[src/rtl/nibble_serial_add_ctrl_if.sv]
// ----------------------------------------------------------------------------
// nibble_serial_add_ctrl_if : request/result and shared-adder bus (rev 1.0)
// ----------------------------------------------------------------------------
`default_nettype none

interface nibble_serial_add_ctrl_if #(
  parameter int NIBBLES = 4
);
  localparam int W = 4 * NIBBLES;

  logic         start;
  logic         sub;
  logic [W-1:0] a;
  logic [W-1:0] b;
  logic         ready;
  logic         done;
  logic [W-1:0] sum;
  logic         cout;
  logic         ovf;
  logic [3:0]   add_x;
  logic [3:0]   add_y;
  logic         add_cin;
  logic [3:0]   add_s;
  logic         add_cout;

  // Requester plus external adder side
  modport master (
    output start, sub, a, b, add_s, add_cout,
    input  ready, done, sum, cout, ovf, add_x, add_y, add_cin
  );

  // Sequencer side
  modport slave (
    input  start, sub, a, b, add_s, add_cout,
    output ready, done, sum, cout, ovf, add_x, add_y, add_cin
  );
endinterface

`default_nettype wire

[src/rtl/nibble_serial_add_ctrl.sv]
// ----------------------------------------------------------------------------
// nibble_serial_add_ctrl : multi-nibble add/sub through one shared 4-bit adder
// rev 1.0
// ----------------------------------------------------------------------------
`default_nettype none

module nibble_serial_add_ctrl #(
  parameter int NIBBLES = 4
) (
  input  wire                        clk,
  input  wire                        rst_n,
  nibble_serial_add_ctrl_if.slave    bus
);
  localparam int W    = 4 * NIBBLES;
  localparam int IDXW = (NIBBLES > 1) ? $clog2(NIBBLES) : 1;
  localparam logic [IDXW-1:0] LAST_IDX = IDXW'(NIBBLES - 1);

  typedef enum logic [1:0] {
    IDLE = 2'd0,
    RUN  = 2'd1,
    DONE = 2'd2
  } state_t;

  state_t            state;
  state_t            state_nx;
  logic [W-1:0]      a_r;
  logic [W-1:0]      b_r;
  logic              carry_r;
  logic              msb_a;
  logic              msb_b;
  logic [IDXW-1:0]   idx;
  logic [IDXW+1:0]   nib_base;
  logic [W-1:0]      result;
  logic              carry_out;
  logic              overflow;
  logic              last;

  assign nib_base = {idx, 2'b00};
  assign last     = (idx == LAST_IDX);

  always_ff @(posedge clk or negedge rst_n) begin
    if (!rst_n) begin
      state <= IDLE;
    end else begin
      state <= state_nx;
    end
  end

  // Adder drive decodes from registered state only, so there is no
  // combinational path from any input to these outputs.
  always_comb begin
    state_nx    = state;
    bus.add_x   = 4'd0;
    bus.add_y   = 4'd0;
    bus.add_cin = 1'b0;
    bus.ready   = 1'b0;
    bus.done    = 1'b0;
    case (state)
      IDLE: begin
        bus.ready = 1'b1;
        if (bus.start) begin
          state_nx = RUN;
        end
      end
      RUN: begin
        bus.add_x   = a_r[nib_base +: 4];
        bus.add_y   = b_r[nib_base +: 4];
        bus.add_cin = carry_r;
        if (last) begin
          state_nx = DONE;
        end
      end
      DONE: begin
        bus.done = 1'b1;
        state_nx = IDLE;
      end
      default: begin
        state_nx = IDLE;
      end
    endcase
  end

  always_ff @(posedge clk or negedge rst_n) begin
    if (!rst_n) begin
      a_r       <= '0;
      b_r       <= '0;
      carry_r   <= 1'b0;
      msb_a     <= 1'b0;
      msb_b     <= 1'b0;
      idx       <= '0;
      result    <= '0;
      carry_out <= 1'b0;
      overflow  <= 1'b0;
    end else begin
      case (state)
        IDLE: begin
          if (bus.start) begin
            // Subtract is a + ~b + 1: invert b here, inject the 1 as carry-in.
            a_r       <= bus.a;
            b_r       <= bus.sub ? ~bus.b : bus.b;
            carry_r   <= bus.sub;
            msb_a     <= bus.a[W-1];
            msb_b     <= bus.sub ? ~bus.b[W-1] : bus.b[W-1];
            idx       <= '0;
            result    <= '0;
            carry_out <= 1'b0;
            overflow  <= 1'b0;
          end
        end
        RUN: begin
          result[nib_base +: 4] <= bus.add_s;
          carry_r               <= bus.add_cout;
          idx                   <= idx + 1'b1;
          if (last) begin
            carry_out <= bus.add_cout;
            overflow  <= (msb_a == msb_b) && (bus.add_s[3] != msb_a);
          end
        end
        default: begin
        end
      endcase
    end
  end

  assign bus.sum  = result;
  assign bus.cout = carry_out;
  assign bus.ovf  = overflow;

endmodule

`default_nettype wire
[src/flat_wrapper.sv]
// flat-port wrapper written by rule: the top's interface ports become plain ports
module nibble_serial_add_ctrl_flat 
#(
  parameter int NIBBLES = 4
)
  (clk, rst_n, bus_start, bus_sub, bus_a, bus_b, bus_add_s, bus_add_cout, bus_ready, bus_done, bus_sum, bus_cout, bus_ovf, bus_add_x, bus_add_y, bus_add_cin);
  nibble_serial_add_ctrl_if #(.NIBBLES(NIBBLES)) bus_i ();
  input  wire clk;
  input  wire rst_n;
  input wire logic [$bits(bus_i.start)-1:0] bus_start;
  input wire logic [$bits(bus_i.sub)-1:0] bus_sub;
  input wire logic [$bits(bus_i.a)-1:0] bus_a;
  input wire logic [$bits(bus_i.b)-1:0] bus_b;
  input wire logic [$bits(bus_i.add_s)-1:0] bus_add_s;
  input wire logic [$bits(bus_i.add_cout)-1:0] bus_add_cout;
  output wire logic [$bits(bus_i.ready)-1:0] bus_ready;
  output wire logic [$bits(bus_i.done)-1:0] bus_done;
  output wire logic [$bits(bus_i.sum)-1:0] bus_sum;
  output wire logic [$bits(bus_i.cout)-1:0] bus_cout;
  output wire logic [$bits(bus_i.ovf)-1:0] bus_ovf;
  output wire logic [$bits(bus_i.add_x)-1:0] bus_add_x;
  output wire logic [$bits(bus_i.add_y)-1:0] bus_add_y;
  output wire logic [$bits(bus_i.add_cin)-1:0] bus_add_cin;
  assign bus_i.start = bus_start;
  assign bus_i.sub = bus_sub;
  assign bus_i.a = bus_a;
  assign bus_i.b = bus_b;
  assign bus_i.add_s = bus_add_s;
  assign bus_i.add_cout = bus_add_cout;
  assign bus_ready = bus_i.ready;
  assign bus_done = bus_i.done;
  assign bus_sum = bus_i.sum;
  assign bus_cout = bus_i.cout;
  assign bus_ovf = bus_i.ovf;
  assign bus_add_x = bus_i.add_x;
  assign bus_add_y = bus_i.add_y;
  assign bus_add_cin = bus_i.add_cin;
  nibble_serial_add_ctrl #(.NIBBLES(NIBBLES)) u_core (.clk(clk), .rst_n(rst_n), .bus(bus_i));
endmodule
[config.mk]
export PLATFORM = sky130hd
export DESIGN_NAME = nibble_serial_add_ctrl_flat
export DESIGN_NICKNAME = d
export VERILOG_FILES = /design/src/rtl/nibble_serial_add_ctrl_if.sv /design/src/rtl/nibble_serial_add_ctrl.sv /design/src/flat_wrapper.sv
export SDC_FILE = /design/constraint.sdc
export NUM_CORES = 1
export LEC_CHECK = 0
export BUFFER_PORTS_ARGS = -buffer_cell sky130_fd_sc_hd__buf_2
export CAP_MARGIN = 10
export CELL_PAD_IN_SITES_DETAIL_PLACEMENT = 0
export CELL_PAD_IN_SITES_GLOBAL_PLACEMENT = 1
export CORE_ASPECT_RATIO = 1.75
export CORE_UTILIZATION = 41
export CTS_BUF_LIST = sky130_fd_sc_hd__clkbuf_16
export DETAILED_ROUTE_END_ITERATION = 8
export PLACE_DENSITY_LB_ADDON = 0.1
export SLEW_MARGIN = 5
export SYNTH_ARGS = -nofsm -noshare
export SYNTH_HDL_FRONTEND = slang
export SYNTH_SLANG_ARGS = --single-unit
export TNS_END_PERCENT = 100
[constraint.sdc]
create_clock -name clk -period 2.4 [get_ports clk]
set_input_delay 0.24 -clock clk [delete_from_list [all_inputs] [get_ports clk]]
set_output_delay 0.24 -clock clk [all_outputs]
set_load 0.05 [all_outputs]
[Word-level counts from Yosys, hierarchy flattened]
Cells that the tools add are included.
Storage, ports and cells
  register bits after elaboration: 57
  word-level logic and storage cells: 54
  output and inout bits: 29
Operators by class
  muxes and demuxes: 22
  bitwise operators: 2
  reductions and logical operators: 7
  equality and inequality tests: 7
  $add $sub $neg: 2
  shifts and indexed selects: 4
Operators with widths (count)
  two-way mux 16 bit: 2
  case mux 16 bit (2 select lines): 1
  variable part select 16 x 5 -> 4 bit: 2
  bitwise mux 16 bit: 1
  inverter 16 bit: 1
  variable shift 4 x 6 -> 16 bit (first input constant): 1
  variable part select 4 x 6 -> 16 bit: 1
  two-way mux 1 bit: 8
  two-way mux 4 bit: 2
  case mux 2 bit (2 select lines): 2
  two-way mux 2 bit: 3
  negation 4 -> 6 bit: 1
  case mux 1 bit (2 select lines): 3
  AND reduction 2 bit: 3
  == test 2 bit (second input constant): 2
  AND reduction 3 bit: 1
  adder 2 x 1 -> 2 bit (second input constant): 1
  == test 2 x 1 -> 1 bit (second input constant): 1
  zero test 2 bit: 1
  != test 2 x 1 -> 1 bit (second input constant): 1
  != test 2 bit (second input constant): 1
  nonzero test 2 bit: 1
  == test 1 bit: 1
  logical AND 1 bit: 1
  other kinds (2): 2

[Longest topological paths before layout]
Gate-level depths: netlist of the first run.
  depth after elaboration: 4
  gate-level depth with buffers: 7
  depth with buffers taken out: 5

[Worst setup path after synthesis of the first run]
OpenSTA, ideal clock, no wires.
  path kind: register to register
  start: register u_core.idx[1]
  end: register u_core.result[4] (netlist: u_core.bus.sum[4])
  period minus slack after synthesis: 1.774 ns
  slack: 0.626 ns
  stages on the path, launching flop included: 7
  arrival: 1.707 ns
  cell sequence: dfrtp_1 -> clkbuf_1 -> inv_1 -> ha_1 -> nand2b_1 -> nor3_2 -> a22o_1
On the way
  word-level cells in the longest chain between the ends: 4
  elaborated cells on any way between the ends: 5
  classes of those cells: add/sub (1); shift (2); mux (2)
Ends and longest elaborated chain
  start: declaration: line nibble_serial_add_ctrl.sv:31  | logic [IDXW-1:0] idx;
  start signal: assignment: line nibble_serial_add_ctrl.sv:113  | idx <= idx + 1'b1;
  negation 4 -> 6 bit *: line nibble_serial_add_ctrl.sv:111  | result[nib_base +: 4] <= bus.add_s;
  variable part select 4 x 6 -> 16 bit / variable shift 4 x 6 -> 16 bit (equally long branches): line nibble_serial_add_ctrl.sv:111
  bitwise mux 16 bit *: line nibble_serial_add_ctrl.sv:111
  case mux 16 bit (2 select lines) *: line nibble_serial_add_ctrl.sv:95  | case (state)
  end signal: indexed assignment: line nibble_serial_add_ctrl.sv:111
  end: declaration: line nibble_serial_add_ctrl.sv:33  | logic [W-1:0] result;
Every way passes the cells marked *; elsewhere a longest branch is shown, timed or not.
A chain may end at the register's enable or synchronous reset.

[Worst setup path in the final report of the first run]
  start: register u_core.idx[0]
  end: output port bus_add_x[0]
On the way
  word-level cells in the longest chain between the ends: 2
Ends and longest elaborated chain
  variable part select 16 x 5 -> 4 bit: line nibble_serial_add_ctrl.sv:66  | bus.add_x = a_r[nib_base +: 4];
  two-way mux 4 bit: line nibble_serial_add_ctrl.sv:58  | case (state)
  end: declaration: line flat_wrapper.sv:21  | output wire logic [$bits(bus_i.add_x)-1:0] bus_add_x;
Every way passes these cells.

==> flow_summary.ini, run 1 <==
[run_status]
outcome = finished, final reports clean

[cts]
cts.sinks = 55
numCtsBuffers = 5
cts_max_level = 2
cts_setup_buffers = 0
ctsResizeCount = 0
root_buffer = clkbuf_16
cts_tree = yes
clk_pin_slew_worst_paths_ns = 0.07
clock_latency_ns = 0.28
clock_path_buffers = 2
ctsHoldBuffers = 0

[power_and_ir_drop]
leakagePower_nw = 1.54
p_per_area_nw_per_um2 = 1480
ir_worst_vdd_mv = 0.672
power_mw = 4.85

[synth]
synthFlopType = dfrtp_1
synth_warnings = 0
syn-cell-area_um2 = 2690
yosysUniqueCellTypes = 33
seq_area_frac_synth_pct = 51.2
synthArstFlopShare_pct = 100
synth_top_cell_by_area = dfrtp_1
yosys-top-cells-area = dfrtp_1, mux2_2, a22o_1, xnor2_1, mux4_1
ys_ff_latch = 55
synth_edf_count = 0
avgSynthCellArea_um2 = 12.7
synth_top_area_share_pct = 51.2
synth_cells = 212
synth_nets = 258

[grt]
grt_max_degree = 56
overflow = 0
first_global_vias = 1831
grt_pass1_wl_um = 9110
antenna_found_initial = 0
grt_util_all_layers_pct = 17.2

[worst_setup_path]
r2r_cells = 5
crit_path_end_kind = primary output
critPathArrivalTime_ns = 1.88
start_kind = flip-flop
crit-reg2reg-launch = u_core.idx[1]
rrSetupSlack_ns = 0.64
crit_type = reg2out
cp_max_fo = 8
cp.required_ns = 2.16
timing.rr.end = u_core.bus.sum[9]

[sta]
rsz0062_at_grt = false
fin_ws_ns = 0.278
fin_crit_sh_pct = 88.4
tns_ns = 0
setup_violations = 0
maxSlewViolCount = 0
min_period_ns = 2.12
max_freq_ghz = 0.471
clock-skew-final_ns = 0.00408
finalHoldViolations = 0
worstMarginPinSlew_ns = 0.688
relSlewSlack_pct = 54.1

[route]
dr_total_vias = 1811
drt-total-wl_um = 5410
drc = 0
wire_per_inst_um = 15.0
postRouteAntennaNets = 0
first_pass_iters = 4
viasPerCell = 5.00
first_iter_violations = 90

[die]
initial_core_util_pct = 42.8
die_h_um = 109
die_x_um = 63.2
dieArea_um2 = 6900
rows = 38
coreArea_um2 = 6280
ios = 70

[cells_and_area]
num-nets-final = 327
num_antenna_cells = 0
drive_gt1_share_pct = 38.3
areaGrowthSynthToFinish_pct = 21.6

[placed_design]
post-place-ws_ns = 0.567
port_buffers = 69
dp_hpwl_um = 4050
place_congestion = 0.731

[hold_path]
hold_path_class = in2async

[flow_run]
cap_violations = 0
==> cell usage in the layout, fill, tap and decap left out, types with 2 or more instances in the layout <==
master and instances:
o21ai_0 2, buf_4 5, mux4_2 4, mux4_1 4, and2_1 10, mux2_2 16
xnor2_1 16, nor4_4 2, buf_2 69, inv_1 4, nor2_1 17, clkbuf_16 5
dfrtp_1 55, nand2_1 9, a21oi_1 18, a22o_1 17, ha_1 5, nand2b_1 4
a21o_1 4
==> final cells by class <==
cell class / instances / area [µm²]
fillers: 598 / 3010
repair buffers: 75 / 403
flip-flops and latches: 55 / 1380
inverters: 4 / 15.0
clock buffers: 5 / 125
well taps: 80 / 100
multi-input cells: 140 / 1210
clock inverters: 3 / 38.8
==> metal layers <==
layer | part of all wire [%] | up-vias | track usage [%]
li1 | - | 889 | -
met1 | 40 | 873 | 19.6
met2 | 56 | 43 | 32.3
met3 | 3.0 | 6 | 2.62
met4 | 1.4 | 0 | 5.84
met5 | 0 | - | 0
==> worst max-delay path by stage <==
stage                        startpoint                 to  slack, ns  depth (start not counted)
after floorplan           u_core.idx[1]  u_core.bus.sum[4]       0.63                          6
after global placement    u_core.idx[0]       bus_add_y[3]       0.59                          4
after detailed placement  u_core.idx[0]       bus_add_x[0]       0.57                          4
after CTS                 u_core.idx[0]       bus_add_x[0]       0.25                          4
after global routing      u_core.idx[0]       bus_add_y[3]       0.14                          4
final                     u_core.idx[0]       bus_add_x[0]       0.28                          4
==> through the flow <==
stage / util [%] / instance area (µm²) / instances / hold slack, ns
final: 52.1 / 3270 / 362 / 0.0752
after global routing: 52.1 / 3270 / 362 / 0.144
after CTS: 52.1 / 3270 / 362 / 0.116
after detailed placement: 49.5 / 3110 / 354 / 0.419
after global placement: 49.5 / 3110 / 354 / 0.420
after floorplan: - / 2690 / 212 / -0.0556
==> power by group <==
| part | switching, mW | total [mW] | internal (mW) |
|---|---|---|---|
| registers | 0.236 | 1.55 | 1.32 |
| logic | 1.57 | 2.50 | 0.938 |
| clock network | 0.311 | 0.797 | 0.487 |
| total | 2.11 | 4.85 | 2.74 |
==> logic make-up (layout without fill, tap and decap cells) <==
kind of cell             Yosys count  after routing  synth area share, %
flip-flops                        55             55                 51.2
AND/OR/NAND/NOR                   51             51                 12.1
AO/OA/AOI/OAI                     43             43                 10.9
multiplexers                      25             25                 14.3
buffers and inverters             17             87                 4.00
XOR/XNOR                          16             16                 5.21
adder cells (fa/ha/maj)            5              5                 2.33
==> flip-flops by register name, summed over array words and instances (netlist names) <==
register / count
u_core.a_r: 16
u_core.b_r: 16
u_core.bus.cout: 1
u_core.bus.ovf: 1
u_core.bus.sum: 16
u_core.carry_r: 1
u_core.idx: 2
u_core.state: 2
==> cells in the mapped netlist (2+ instances only) <==
cell type / count
dfrtp_1: 55
a22o_1: 17
a21o_1: 4
nor4_4: 2
o21ai_0: 2
and2_1: 10
mux2_2: 16
nand2_1: 9
xnor2_1: 16
mux4_1: 4
a21oi_1: 18
buf_4: 3
buf_2: 7
nand2b_1: 4
mux4_2: 4
nor2_1: 17
ha_1: 5
inv_1: 4
==> critical path, stage by stage (launching register included) <==
cell and delay [ns]:
dfrtp_1 0.44, buf_4 0.23, mux4_1 0.56, and2_1 0.17
buf_2 0.20
Note: power is estimated with default switching activity, not from simulation.
==> run 2: changes to the inputs <==
--- a/config.mk
+++ b/config.mk
@@ -10,7 +10,7 @@
 export CELL_PAD_IN_SITES_DETAIL_PLACEMENT = 0
 export CELL_PAD_IN_SITES_GLOBAL_PLACEMENT = 1
 export CORE_ASPECT_RATIO = 1.75
-export CORE_UTILIZATION = 41
+export CORE_UTILIZATION = 37
 export CTS_BUF_LIST = sky130_fd_sc_hd__clkbuf_16
 export DETAILED_ROUTE_END_ITERATION = 8
 export PLACE_DENSITY_LB_ADDON = 0.1
==> constraint.sdc (replaced) <==
create_clock -name clk -period 1.9 [get_ports clk]
set_input_delay 0.19 -clock clk [delete_from_list [all_inputs] [get_ports clk]]
set_output_delay 0.19 -clock clk [all_outputs]
set_load 0.05 [all_outputs]
==> run 2 against run 1 <==
  * Clock skew increased by 0.00077 ns
  * Core utilization decreased by 2.9 points
  * Global-route usage fell by 0.88 points
  * Sequential power up 26%
  * Routed wire length rose by 6.4%
  * Clock-buffer cell count unchanged
  * Critical endpoint is now bus_add_y[1]
==> flow_summary.ini, run 2 (same netlist as run 1, synthesis figures left out) <==
[grt]
grt_use_met3_pct = 3.57
antenna_found_initial = 0
grt_pass1_wl_um = 9160
first_global_vias = 1840
grt.busiest_layer = met2
overflow = 0
met1_usage_pct = 18.8
met2_usage_pct = 29.0
grt_util_all_layers_pct = 16.3
grt_max_degree = 56

[cts]
clk_pin_slew_worst_paths_ns = 0.07
clock_path_buffers = 2
root_buffer = clkbuf_16
cts_tree = yes
numCtsBuffers = 5
cts_max_level = 2
cts.sinks = 55
clock_latency_ns = 0.29

[worst_setup_path]
r2r_cells = 6
cp_max_fo = 5
crit-reg2reg-launch = u_core.idx[0]
timing.rr.end = u_core.bus.sum[1]
slowest_delay_ns = 0.49
crit_top_cell = buf_6
crit_path_end_kind = primary output
rrSetupSlack_ns = 0.12
cp_slowest_cell = mux4_2
crit_type = reg2out
cp.required_ns = 1.71
start_kind = flip-flop
critPathArrivalTime_ns = 1.71
crit_chain = buf_6, buf_12, mux4_2, and2_4, buf_6

[flow_run]
cap_violations = 0

[die]
dieArea_um2 = 7630
ios = 70
initial_core_util_pct = 38.7
die_h_um = 115
coreArea_um2 = 6960
rows = 40
die_x_um = 66.4

[placed_design]
dp_hpwl_um = 4130
dpl_cell_area_um2 = 3150
port_buffers = 69
place_congestion = 0.692

[route]
first_pass_iters = 4
drc = 0
wire_per_inst_um = 15.4
postRouteAntennaNets = 0
drt-total-wl_um = 5760
viasPerCell = 4.98
dr_total_vias = 1858
first_iter_violations = 58

[hold_path]
worst_hold_path.endpoint = u_core.a_r[4]
hp-start = bus_a[4]
hold_depth = 2
hold_path_class = in2reg

[power_and_ir_drop]
seqPwrFrac_pct = 29.5
leakagePower_nw = 1.59
p_comb_share_pct = 56.7
internal_power_mw = 3.79
p_sw_share_pct = 42.7
ir_worst_vdd_mv = 0.772
clkPwrFrac_pct = 13.8
p_switching_mw = 2.82
p_per_area_nw_per_um2 = 1930

[sta]
clock-skew-final_ns = 0.00485
max_freq_ghz = 0.527
relSlewSlack_pct = 70.1
min_period_ns = 1.90
worstMarginPinSlew_ns = 0.449
setup_violations = 0
fin_crit_sh_pct = 99.8
rsz0062_at_grt = true
maxSlewViolCount = 0
tns_ns = 0
finalHoldViolations = 0

[cells_and_area]
num-nets-final = 334
areaGrowthSynthToFinish_pct = 27.2
layout_common_cells = buf_2, dfrtp_1, a21oi_1, nor2_1, a22o_1
num_antenna_cells = 0
drive_gt1_share_pct = 44.3
final_core_util_pct = 49.2
fin_area_um2 = 3420
final_common_cell = buf_2
nFillCells = 657

[run_status]
outcome = finished, final reports clean
run 2: worst max path at each step:
| stage | startpoint | end | cells past startpoint |
|---|---|---|---|
| floorplan | u_core.idx[1] | u_core.bus.sum[4] | 6 |
| global placement | u_core.idx[0] | bus_add_x[0] | 4 |
| detailed placement | u_core.idx[0] | bus_add_x[0] | 4 |
| CTS | u_core.idx[0] | bus_add_x[0] | 5 |
| global route | u_core.idx[0] | bus_add_y[3] | 5 |
| finish | u_core.idx[0] | bus_add_y[1] | 5 |
run 2: power groups by stage:
| stage | logic [mW] | registers [mW] | clock network (mW) |
|---|---|---|---|
| after floorplan | 2.28 | 2.23 | 0 |
| after global placement | 3.26 | 1.95 | 0 |
| after detailed placement | 3.30 | 1.97 | 0 |
| after CTS | 3.75 | 1.94 | 0.938 |
| after global routing | 4.03 | 2.02 | 0.989 |
| final | 3.75 | 1.95 | 0.911 |
run 2: through the flow:
stage	hold WS, ns	setup slack (ns)	cells	power [mW]
5_1_grt	0.122	-0.0619	373	7.05
6_report	0.124	0.00360	373	6.61
4_1_cts	0.119	-0.0445	372	6.63
3_3_place_gp	0.215	0.249	360	5.22
2_1_floorplan	-0.106	0.126	212	4.51
3_5_place_dp	0.210	0.230	360	5.27
run 2: critical path, delay by kind of cell, from the launching register on:
kind / cells / cell delay [ns]
mux: 1 / 0.49
buf+inv: 3 / 0.36
flops: 1 / 0.38
simple gates: 1 / 0.18
run 2: final cells by class:
| type | count | area [µm²] | share of cell area (%) |
|---|---|---|---|
| timing repair buffer | 82 | 561 | 16.4 |
| tap | 84 | 105 | 3.07 |
| clock buffer | 5 | 125 | 3.66 |
| inverter | 4 | 15.0 | 0.439 |
| sequential | 55 | 1380 | 40.3 |
| clock inverter | 3 | 20.0 | 0.585 |
| multi-input combinational | 140 | 1220 | 35.6 |
run 2: repair_timing:
action / in CTS / in global routing
setup endpoints to repair: 8 / 8
hold endpoints to repair: 55 / 0
buffers inserted: 2 / 1
gates cloned: 1 / 0
hold buffers: 1 / 0
gates resized for setup: 23 / 10
run 2: metal layers:
metal	wire length (µm)	vias up
li1	-	897
met1	2290	909
met2	3170	48
met3	250	4
met4	55	0
met5	0	-
